==> config.mk <==
export PLATFORM = sky130hd
export DESIGN_NAME = pe_config_loader_flat
export DESIGN_NICKNAME = d
export VERILOG_FILES = /design/src/rtl/pe_config_loader_pkg.sv /design/src/rtl/pe_config_loader_if.sv /design/src/rtl/pe_config_loader.sv /design/src/flat_wrapper.sv
export SDC_FILE = /design/constraint.sdc
export NUM_CORES = 1
export LEC_CHECK = 0
export ABC_AREA = 0
export BUFFER_PORTS_ARGS = -buffer_cell sky130_fd_sc_hd__clkbuf_2
export CELL_PAD_IN_SITES_DETAIL_PLACEMENT = 0
export CELL_PAD_IN_SITES_GLOBAL_PLACEMENT = 1
export CORE_ASPECT_RATIO = 0.6
export CORE_MARGIN = 2
export CORE_UTILIZATION = 44
export DETAILED_ROUTE_END_ITERATION = 8
export PLACE_DENSITY = 0.87
export SLEW_MARGIN = 10
export SYNTH_ARGS = -nofsm -noshare
export SYNTH_HDL_FRONTEND = slang
export SYNTH_SLANG_ARGS = --single-unit
==> constraint.sdc <==
create_clock -name i_clk -period 3 [get_ports i_clk]
set_input_delay 0 -clock i_clk [delete_from_list [all_inputs] [get_ports i_clk]]
set_output_delay 0 -clock i_clk [all_outputs]
set_load 0.02 [all_outputs]
==> src/rtl/pe_config_loader_pkg.sv <==
// Shared definitions for the PE configuration loader: default geometry,
// FSM state encoding and the words-per-context derivation.
package pe_config_loader_pkg;

   // Defaults kept consistent with the PE array's per-row config width.
   localparam int unsigned ROWS_DEFAULT     = 4;
   localparam int unsigned CONFIG_W_DEFAULT = 64;
   localparam int unsigned WORD_W_DEFAULT   = 32;

   typedef enum logic [2:0] {
      StIdle,
      StLoad,
      StDrain,
      StInit,
      StRun,
      StDone
   } state_e;

   // SRAM words needed to hold one complete context.
   function automatic int unsigned calc_nwords(input int unsigned rows,
                                               input int unsigned config_w,
                                               input int unsigned word_w);
      return rows * config_w / word_w;
   endfunction

endpackage

==> src/rtl/pe_config_loader_if.sv <==
// Read port of the synchronous configuration SRAM. The loader is the master;
// the SRAM returns data one cycle after the read strobe.
interface pe_config_loader_if
   import pe_config_loader_pkg::*;
#(
   parameter int unsigned ADDR_W = 8,
   parameter int unsigned WORD_W = WORD_W_DEFAULT
);
   logic              cfg_rd_en;
   logic [ADDR_W-1:0] cfg_rd_addr;
   logic [WORD_W-1:0] cfg_rd_data;

   modport master (
      output cfg_rd_en,
      output cfg_rd_addr,
      input  cfg_rd_data
   );

   modport slave (
      input  cfg_rd_en,
      input  cfg_rd_addr,
      output cfg_rd_data
   );
endinterface

==> src/rtl/pe_config_loader.sv <==
// Fetches one configuration context from the config SRAM, publishes it to the
// PE array between executions, then sequences init and a counted run phase.
module pe_config_loader
   import pe_config_loader_pkg::*;
#(
   parameter int unsigned ROWS     = ROWS_DEFAULT,
   parameter int unsigned CONFIG_W = CONFIG_W_DEFAULT,
   parameter int unsigned WORD_W   = WORD_W_DEFAULT,
   parameter int unsigned ADDR_W   = 8,
   parameter int unsigned CTX_W    = 4,
   parameter int unsigned CNT_W    = 16
) (
   input  logic                     i_clk,
   input  logic                     i_rst,
   input  logic                     i_start,
   input  logic [CTX_W-1:0]         i_ctx_id,
   input  logic [CNT_W-1:0]         i_run_cycles,
   input  logic                     i_abort,
   output logic                     o_busy,
   output logic                     o_done,
   output logic [ROWS*CONFIG_W-1:0] o_pe_config,
   output logic                     o_init,
   output logic                     o_run,
   pe_config_loader_if.master       io_cfg
);

   localparam int unsigned NWORDS = calc_nwords(ROWS, CONFIG_W, WORD_W);
   localparam int unsigned CFG_W  = ROWS * CONFIG_W;
   localparam int unsigned IDX_W  = (NWORDS > 1) ? $clog2(NWORDS) : 1;

   state_e              r_state;
   state_e              w_state_nxt;
   logic                w_start;
   logic [ADDR_W-1:0]   w_base;
   logic [CFG_W-1:0]    w_buf_nxt;

   logic                r_busy;
   logic                r_done;
   logic                r_init;
   logic                r_run;
   logic                r_rd_en;
   logic [ADDR_W-1:0]   r_rd_addr;
   logic [IDX_W-1:0]    r_rd_idx;
   logic                r_cap_vld;
   logic [IDX_W-1:0]    r_cap_idx;
   logic [CFG_W-1:0]    r_buf;
   logic [CFG_W-1:0]    r_pe_config;
   logic [CNT_W-1:0]    r_cnt;

   // Context base address; wraps modulo the SRAM address space.
   assign w_base = ADDR_W'(32'(i_ctx_id) * NWORDS);

   // State register.
   always_ff @(posedge i_clk) begin
      if (i_rst) begin
         r_state <= StIdle;
      end else begin
         r_state <= w_state_nxt;
      end
   end

   // Next-state logic; abort overrides every other transition.
   always_comb begin
      w_state_nxt = r_state;
      w_start     = 1'b0;
      unique case (r_state)
         StIdle: begin
            if (i_start) begin
               w_state_nxt = StLoad;
               w_start     = 1'b1;
            end
         end
         StLoad: begin
            if (r_rd_idx == IDX_W'(NWORDS - 1)) begin
               w_state_nxt = StDrain;
            end
         end
         StDrain: w_state_nxt = StInit;
         StInit:  w_state_nxt = (r_cnt != '0) ? StRun : StDone;
         StRun: begin
            if (r_cnt == CNT_W'(1)) begin
               w_state_nxt = StDone;
            end
         end
         StDone:  w_state_nxt = StIdle;
         default: w_state_nxt = StIdle;
      endcase
      if (i_abort) begin
         w_state_nxt = StIdle;
         w_start     = 1'b0;
      end
   end

   // Merge the word returned by last cycle's read into the load buffer.
   always_comb begin
      w_buf_nxt = r_buf;
      if (r_cap_vld) begin
         w_buf_nxt[int'(r_cap_idx) * WORD_W +: WORD_W] = io_cfg.cfg_rd_data;
      end
   end

   // Registered outputs, read sequencing, load buffer and run counter.
   always_ff @(posedge i_clk) begin
      if (i_rst) begin
         r_busy      <= 1'b0;
         r_done      <= 1'b0;
         r_init      <= 1'b0;
         r_run       <= 1'b0;
         r_rd_en     <= 1'b0;
         r_rd_addr   <= '0;
         r_rd_idx    <= '0;
         r_cap_vld   <= 1'b0;
         r_cap_idx   <= '0;
         r_buf       <= '0;
         r_pe_config <= '0;
         r_cnt       <= '0;
      end else begin
         r_busy    <= (w_state_nxt != StIdle);
         r_done    <= (w_state_nxt == StDone);
         r_init    <= (w_state_nxt == StInit);
         r_run     <= (w_state_nxt == StRun);
         r_rd_en   <= (w_state_nxt == StLoad);
         r_cap_vld <= r_rd_en;
         r_cap_idx <= r_rd_idx;
         r_buf     <= w_buf_nxt;
         if (w_start) begin
            r_rd_addr <= w_base;
            r_rd_idx  <= '0;
            r_cnt     <= i_run_cycles;
         end else if (r_state == StLoad && w_state_nxt == StLoad) begin
            r_rd_addr <= r_rd_addr + ADDR_W'(1);
            r_rd_idx  <= r_rd_idx + IDX_W'(1);
         end
         if (r_state == StRun) begin
            r_cnt <= r_cnt - CNT_W'(1);
         end
         // Only a completed load reaches the array; an abort in DRAIN keeps the old one.
         if (r_state == StDrain && w_state_nxt == StInit) begin
            r_pe_config <= w_buf_nxt;
         end
      end
   end

   assign o_busy             = r_busy;
   assign o_done             = r_done;
   assign o_init             = r_init;
   assign o_run              = r_run;
   assign o_pe_config        = r_pe_config;
   assign io_cfg.cfg_rd_en   = r_rd_en;
   assign io_cfg.cfg_rd_addr = r_rd_addr;

endmodule
==> src/flat_wrapper.sv <==
// flat-port wrapper written by rule: the top's interface ports become plain ports
module pe_config_loader_flat import pe_config_loader_pkg::*;
#(
   parameter int unsigned ROWS     = ROWS_DEFAULT,
   parameter int unsigned CONFIG_W = CONFIG_W_DEFAULT,
   parameter int unsigned WORD_W   = WORD_W_DEFAULT,
   parameter int unsigned ADDR_W   = 8,
   parameter int unsigned CTX_W    = 4,
   parameter int unsigned CNT_W    = 16
)
  (i_clk, i_rst, i_start, i_ctx_id, i_run_cycles, i_abort, o_busy, o_done, o_pe_config, o_init, o_run, io_cfg_cfg_rd_en, io_cfg_cfg_rd_addr, io_cfg_cfg_rd_data);
  pe_config_loader_if #(.ADDR_W(ADDR_W), .WORD_W(WORD_W)) io_cfg_i ();
  input  logic i_clk;
  input  logic i_rst;
  input  logic i_start;
  input  logic [CTX_W-1:0] i_ctx_id;
  input  logic [CNT_W-1:0] i_run_cycles;
  input  logic i_abort;
  output logic o_busy;
  output logic o_done;
  output logic [ROWS*CONFIG_W-1:0] o_pe_config;
  output logic o_init;
  output logic o_run;
  output wire logic [$bits(io_cfg_i.cfg_rd_en)-1:0] io_cfg_cfg_rd_en;
  output wire logic [$bits(io_cfg_i.cfg_rd_addr)-1:0] io_cfg_cfg_rd_addr;
  input wire logic [$bits(io_cfg_i.cfg_rd_data)-1:0] io_cfg_cfg_rd_data;
  assign io_cfg_cfg_rd_en = io_cfg_i.cfg_rd_en;
  assign io_cfg_cfg_rd_addr = io_cfg_i.cfg_rd_addr;
  assign io_cfg_i.cfg_rd_data = io_cfg_cfg_rd_data;
  pe_config_loader #(.ROWS(ROWS), .CONFIG_W(CONFIG_W), .WORD_W(WORD_W), .ADDR_W(ADDR_W), .CTX_W(CTX_W), .CNT_W(CNT_W)) u_core (.i_clk(i_clk), .i_rst(i_rst), .i_start(i_start), .i_ctx_id(i_ctx_id), .i_run_cycles(i_run_cycles), .i_abort(i_abort), .o_busy(o_busy), .o_done(o_done), .o_pe_config(o_pe_config), .o_init(o_init), .o_run(o_run), .io_cfg(io_cfg_i));
endmodule
## Yosys cells after proc, flatten, opt, wreduce, memory -nomap -nowiden

Cells that the tools add are included.

- Add/sub/neg operators: 4
- Multiply operators: 0
- Div/mod/pow operators: 0
- Magnitude comparators: 0
- Equality and inequality tests: 10
- Shift-type cells: 2
- Multiplexer cells: 15
- Bitwise logic cells: 0
- Reduce and logical (&&, ||, !) cells: 8

Operators by type and width:

| kind | number |
|---|---|
| $bwmux W256 | 1 |
| $mux W256 | 1 |
| $shift A32 B34 Y256 const A | 1 |
| $shiftx A32 B34 Y256 | 1 |
| $neg A8 Y34 | 1 |
| $mux W16 | 2 |
| $eq A16 B1 Y1 const B | 1 |
| $reduce_bool A16 Y1 | 1 |
| $sub A16 B1 Y16 const B | 1 |
| $pmux W3 S5 | 1 |
| $mux W7 | 2 |
| $eq A3 B3 Y1 const B | 4 |
| $mux W3 | 4 |
| $eq A3 B2 Y1 const B | 3 |
| $add A8 B1 Y8 const B | 1 |
| $eq A3 B1 Y1 const B | 2 |
| $mux W1 | 4 |
| $reduce_bool A2 Y1 | 2 |
| $add A3 B1 Y3 const B | 1 |
| $logic_not A3 Y1 | 1 |
| $reduce_bool A3 Y1 | 1 |
| $logic_and A1 B1 Y1 | 2 |
| $reduce_or A2 Y1 | 1 |

- Register bits after elaboration: 551
- Latch bits: 0
- Memory bits (writable): 0
- Memory bits (read-only): 0
- Bits of input ports: 56
- Output and inout bits: 269
- Memories kept: 0

## Depth between registers and ports, before layout

- Word-level depth: 8
- Depth in mapped cells: 12

## Least setup slack after synthesis

OpenSTA, ideal clock, no wires.

- Path kind: flip-flop to flip-flop
- From: reg u_core.r_cap_idx[0]
- To: reg u_core.r_pe_config[93], in the netlist u_core.o_pe_config[93]
- Library setup time: 57 ps
- Arrival: 2474 ps
- Slack: 469 ps
- Cell stages (with the launch flop): 13
- Buffers on the path: 4
- Clock period less this slack: 2531 ps
- Cell sequence: dfxtp_1 > clkbuf_1 > inv_1 > ha_1 > ha_1 > nor2_1 > clkbuf_1 > nor4bb_1 > clkbuf_1 > clkbuf_1 > nand3_1 > a21oi_1 > mux2_4

- Cells in the longest elaborated chain, start to end: 4
- Elaborated cells on any way between the ends: 5

Ends and longest elaborated chain:

| item | line | source |
|---|---|---|
| from (decl) | pe_config_loader.sv:45 | `logic [IDX_W-1:0] r_cap_idx;` |
| from (signal assigned) | pe_config_loader.sv:124 | `r_cap_idx <= r_rd_idx;` |
| $neg A8 Y34 (*) | pe_config_loader.sv:98 | `w_buf_nxt[int'(r_cap_idx) * WORD_W +: WORD_W] = io_cfg.cfg_rd_data;` |
| $shiftx A32 B34 Y256 or $shift A32 B34 Y256 (tied branches) | pe_config_loader.sv:98 |  |
| $bwmux W256 (*) | pe_config_loader.sv:98 |  |
| $mux W256 (*) | pe_config_loader.sv:97 | `if (r_cap_vld) begin` |
| to (signal assigned) | pe_config_loader.sv:139 | `r_pe_config <= w_buf_nxt;` |
| to (decl) | pe_config_loader.sv:47 | `logic [CFG_W-1:0] r_pe_config;` |

Mark *: on every way between the ends. The rest lies on a longest branch, timed or not.
A chain may end at the register's enable or synchronous reset.

## Worst setup path after layout

- From: reg u_core.r_cnt[4]
- To: reg u_core.r_cnt[15]

- Cells in the longest elaborated chain, start to end: 2

Ends and longest elaborated chain:

| item | line | source |
|---|---|---|
| from (decl) | pe_config_loader.sv:48 | `logic [CNT_W-1:0] r_cnt;` |
| from (signal assigned) | pe_config_loader.sv:129 | `r_cnt <= i_run_cycles;` |
| from (signal assigned) | pe_config_loader.sv:135 | `r_cnt <= r_cnt - CNT_W'(1);` |
| $sub A16 B1 Y16 | pe_config_loader.sv:135 |  |
| $mux W16 | pe_config_loader.sv:134 | `if (r_state == StRun) begin` |

No other way between the ends.

==> summary.txt <==
Logic synthesis
  • Syn Inst Count: 2246
  • Top_reg_cell synth: dfxtp_1
  • Seq cells post-synth: 551
  • Synth warn: 0
  • Synthesized cell area: about 22000 sq um
  • Post-synth EDFFs: 0
  • Synth unique cells: 57
  • Syn Area/Cell: just under 10 sq um
  • Mapped Nets: between 2000 and 2500
  • Sequential share of the synthesized area: about half
  • Async SR Flop Fraction: 0%

Clock tree
  • CTS sink cnt: 551
  • CTS Buf Count: 51
  • Longest Clk Path Bufs: 3
  • CTS tree: done
  • Clock transition at the registers of the reported paths: roughly 0.070 ns
  • Clock latency on the worst-skew pair: 0.58 ns
  • Postcts setup bufs: 0
  • Root Driver: clkbuf_16
  • H-tree Lvls: 2

STA
  • Worst-margin pin slew: around 1 ns
  • Worst hold slack: around 0.029 ns
  • Slew margin rel.: between 30% and 40%
  • Final hold vios: 0
  • RSZ-0062 raised after global routing: no
  • Fin crit period: 2.92 ns
  • # setup viols final: 0
  • Setup ws final: about 0.079 ns
  • TNS Setup: 0 ns
  • Final Max Slew Viols: 0
  • Clk_skew: ~0.024 ns
  • Max frequency: 342 MHz
  • Period utilization: between 90% and 100%

Worst setup path
  • CP max FO: 8
  • Startpoint Class: flip-flop
  • CP endpoint: u_core.r_cnt[15]$_SDFFE_PP0P_
  • Critical path launch point: u_core.r_cnt[4]$_SDFFE_PP0P_
  • Critical Path RT: approximately 3.5 ns
  • R2r startpoint: u_core.r_cnt[4]$_SDFFE_PP0P_
  • Crit end category: flip-flop
  • Worst setup path class: flip-flop to flip-flop
  • Reg2reg end: u_core.r_cnt[15]$_SDFFE_PP0P_
  • FF-to-FF setup slack: just under 0.08 ns
  • Crit path DAT: about 3.4 ns
  • Worst R2R Path Depth: 6

Route
  • First-pass DRT Iterations: 6
  • DR iter-0 viols: between 1500 and 2000
  • Via density: 5.39
  • Avg WL per Cell: approximately 21 um
  • Final WL: just under 70 mm
  • Drt drc: 0
  • Via count: around 17000
  • Post-route ant nets: 0

Pwr
  • Peak VDD IR: roughly 440 uV
  • PwrDens: 554 nW/um^2
  • Leakage power: 11.0 nW

GRT
  • Vias in the first global route: approximately 16000
  • Final global-route overflow total: 0
  • Antenna violations before repair: 2
  • First-pass GRT wire length: ~100 mm
  • Largest net degree at the start of global routing: 104
  • GR Util All Layers: between 20 and 30%

Placed design
  • Post-DP Area: 24000 sq um
  • Worst slack at placement: about 0.32 ns
  • Routability cong.: 0.898
  • HPWL after DPL: between 40 and 50 mm
  • I/O Buffers: around 320

Finish
  • Final instance area: about 26000 sq um
  • Commonest non-fill, non-tap cell in the layout: dfxtp_1
  • Share of cells above drive strength 1: 26.7%
  • Layout area overhead: 17.1%
  • Final net count: between 2000 and 3000
  • Commonest cells after routing, fill and taps aside: dfxtp_1 (550), clkbuf_2 (323), nand2_1 (302), a21oi_1 (278), nor2b_1 (266)

Die
  • Starting density of the core: 44.8%
  • Core Box Area: ~50000 sq um
  • Die Area: approximately 52000 sq um
  • Std cell rows: 63
  • I/O pin total: 325
  • Horiz. Die Dim: a little under 300 um
  • Die height: between 150 and 200 um

Flow run
  • Max cap viols: 0

Hold path
  • Hold Crit Class: input pin to flip-flop

Outcome
  • Outcome: finished clean
[where the power goes]
group / total (W) / leakage, nW / switching [W] / internal [W]
clock network: 0.00648 / 0.800 / 0.00286 / 0.00362
logic: 0.000558 / 5.76 / 0.000426 / 0.000132
registers: 0.00736 / 4.44 / 0.0000240 / 0.00734
total: 0.0144 / 11.0 / 0.00331 / 0.0111
[routing by layer]
layer | wire length (um) | GRT usage, % | vias to the layer above | part of all wire (%)
li1 | - | - | 8000 | -
met1 | 29500 | 33.7 | 8299 | 43
met2 | 30300 | 38.6 | 646 | 45
met3 | 5530 | 6.63 | 177 | 8.1
met4 | 2630 | 9.65 | 2 | 3.9
met5 | 13 | 0 | - | 0.019
[stage by stage]
| step | std cells | power [W] | utilization, % |
|---|---|---|---|
| after floorplan | 2246 | 0.00780 | - |
| after detailed placement | 3041 | 0.00803 | 48.3 |
| after CTS | 3173 | 0.0145 | 52.4 |
| final | 3175 | 0.0144 | 52.4 |
| after global placement | 3041 | 0.00802 | 48.3 |
| after global routing | 3173 | 0.0148 | 52.4 |
[worst max-delay path: stages, from the launching register on]
cell           delay [ns]
dfxtp_1              0.38
or4_1                0.69
or2_1                0.39
or2_1                0.34
or3_1                0.34
a31oi_1              0.16
dlygate4sd3_1        0.57
[cell type report]
class | count | area (sq um)
Timing Repair Buffer | 401 | 2410
Fill cell | 4485 | 23600
Sequential cell | 551 | 11000
Multi-Input combinational cell | 1471 | 10100
Clock buffer | 80 | 1510
Antenna cell | 2 | 5.00
Clock inverter | 11 | 120
Inverter | 9 | 33.8
Tap cell | 650 | 813
[how the worst min path moves through the flow]
| stage | cells after the start | to | startpoint | slack (ns) |
|---|---|---|---|---|
| final | 3 | u_core.r_buf[200]$_SDFF_PP0_ | io_cfg_cfg_rd_data[8] | 0.03 |
| after global placement | 3 | u_core.r_cnt[7]$_SDFFE_PP0P_ | i_run_cycles[7] | 0.25 |
| after global routing | 3 | u_core.r_buf[3]$_SDFF_PP0_ | io_cfg_cfg_rd_data[3] | 0.02 |
| after CTS | 3 | u_core.r_buf[30]$_SDFF_PP0_ | io_cfg_cfg_rd_data[30] | 0.0004 |
| after floorplan | 2 | u_core.r_cnt[13]$_SDFFE_PP0P_ | i_run_cycles[13] | 0.15 |
| after detailed placement | 3 | u_core.r_cnt[15]$_SDFFE_PP0P_ | i_run_cycles[15] | 0.26 |
[sequential cells by signal, indices dropped and copies added, names as in the netlist]
signal and count:
u_core.r_cap_vld 1, u_core.o_init 1, u_core.r_state 3, u_core.io_cfg.cfg_rd_en 1, u_core.r_buf 256, u_core.r_cap_idx 3
u_core.r_rd_idx 3, u_core.io_cfg.cfg_rd_addr 8, u_core.r_cnt 16, u_core.o_busy 1, u_core.o_done 1, u_core.o_run 1
u_core.o_pe_config 256
[cell families after synthesis]
| group | share of synthesized area [%] |
|---|---|
| fa+ha+maj | 0.451 |
| buf+inv | 5.16 |
| mux | 17.0 |
| compound gates | 7.40 |
| xor+xnor | 0.197 |
| flops | 49.7 |
| simple gates | 20.1 |
[timing repair]
| action | CTS | global route |
|---|---|---|
| resized for setup | 0 | 0 |
| hold endpoints to repair | 72 | 0 |
| hold buffers | 41 | 0 |
[synthesized netlist by cell type (all sizes together) (3+ instances only)]
cell type	count	area, sq um
dfxtp	551	11000
nand2	303	1140
a21oi	278	1390
nor2b	267	1670
mux2	256	3740
nand3	230	1150
clkbuf	145	551
buf	70	561
nor2	26	97.6
nor3	17	85.1
or3	10	62.6
inv	9	33.8
ha	8	100
or2	6	37.5
a31oi	5	31.3
nor4	5	31.3
o21ai	5	25.0
o311ai	4	35.0
a211o	3	26.3
mux2i	3	30.0
nand2b	3	18.8
nand4b	3	26.3
o211ai	3	22.5
or4	3	22.5
xor2	3	26.3
(Power assumes the default switching activity.)
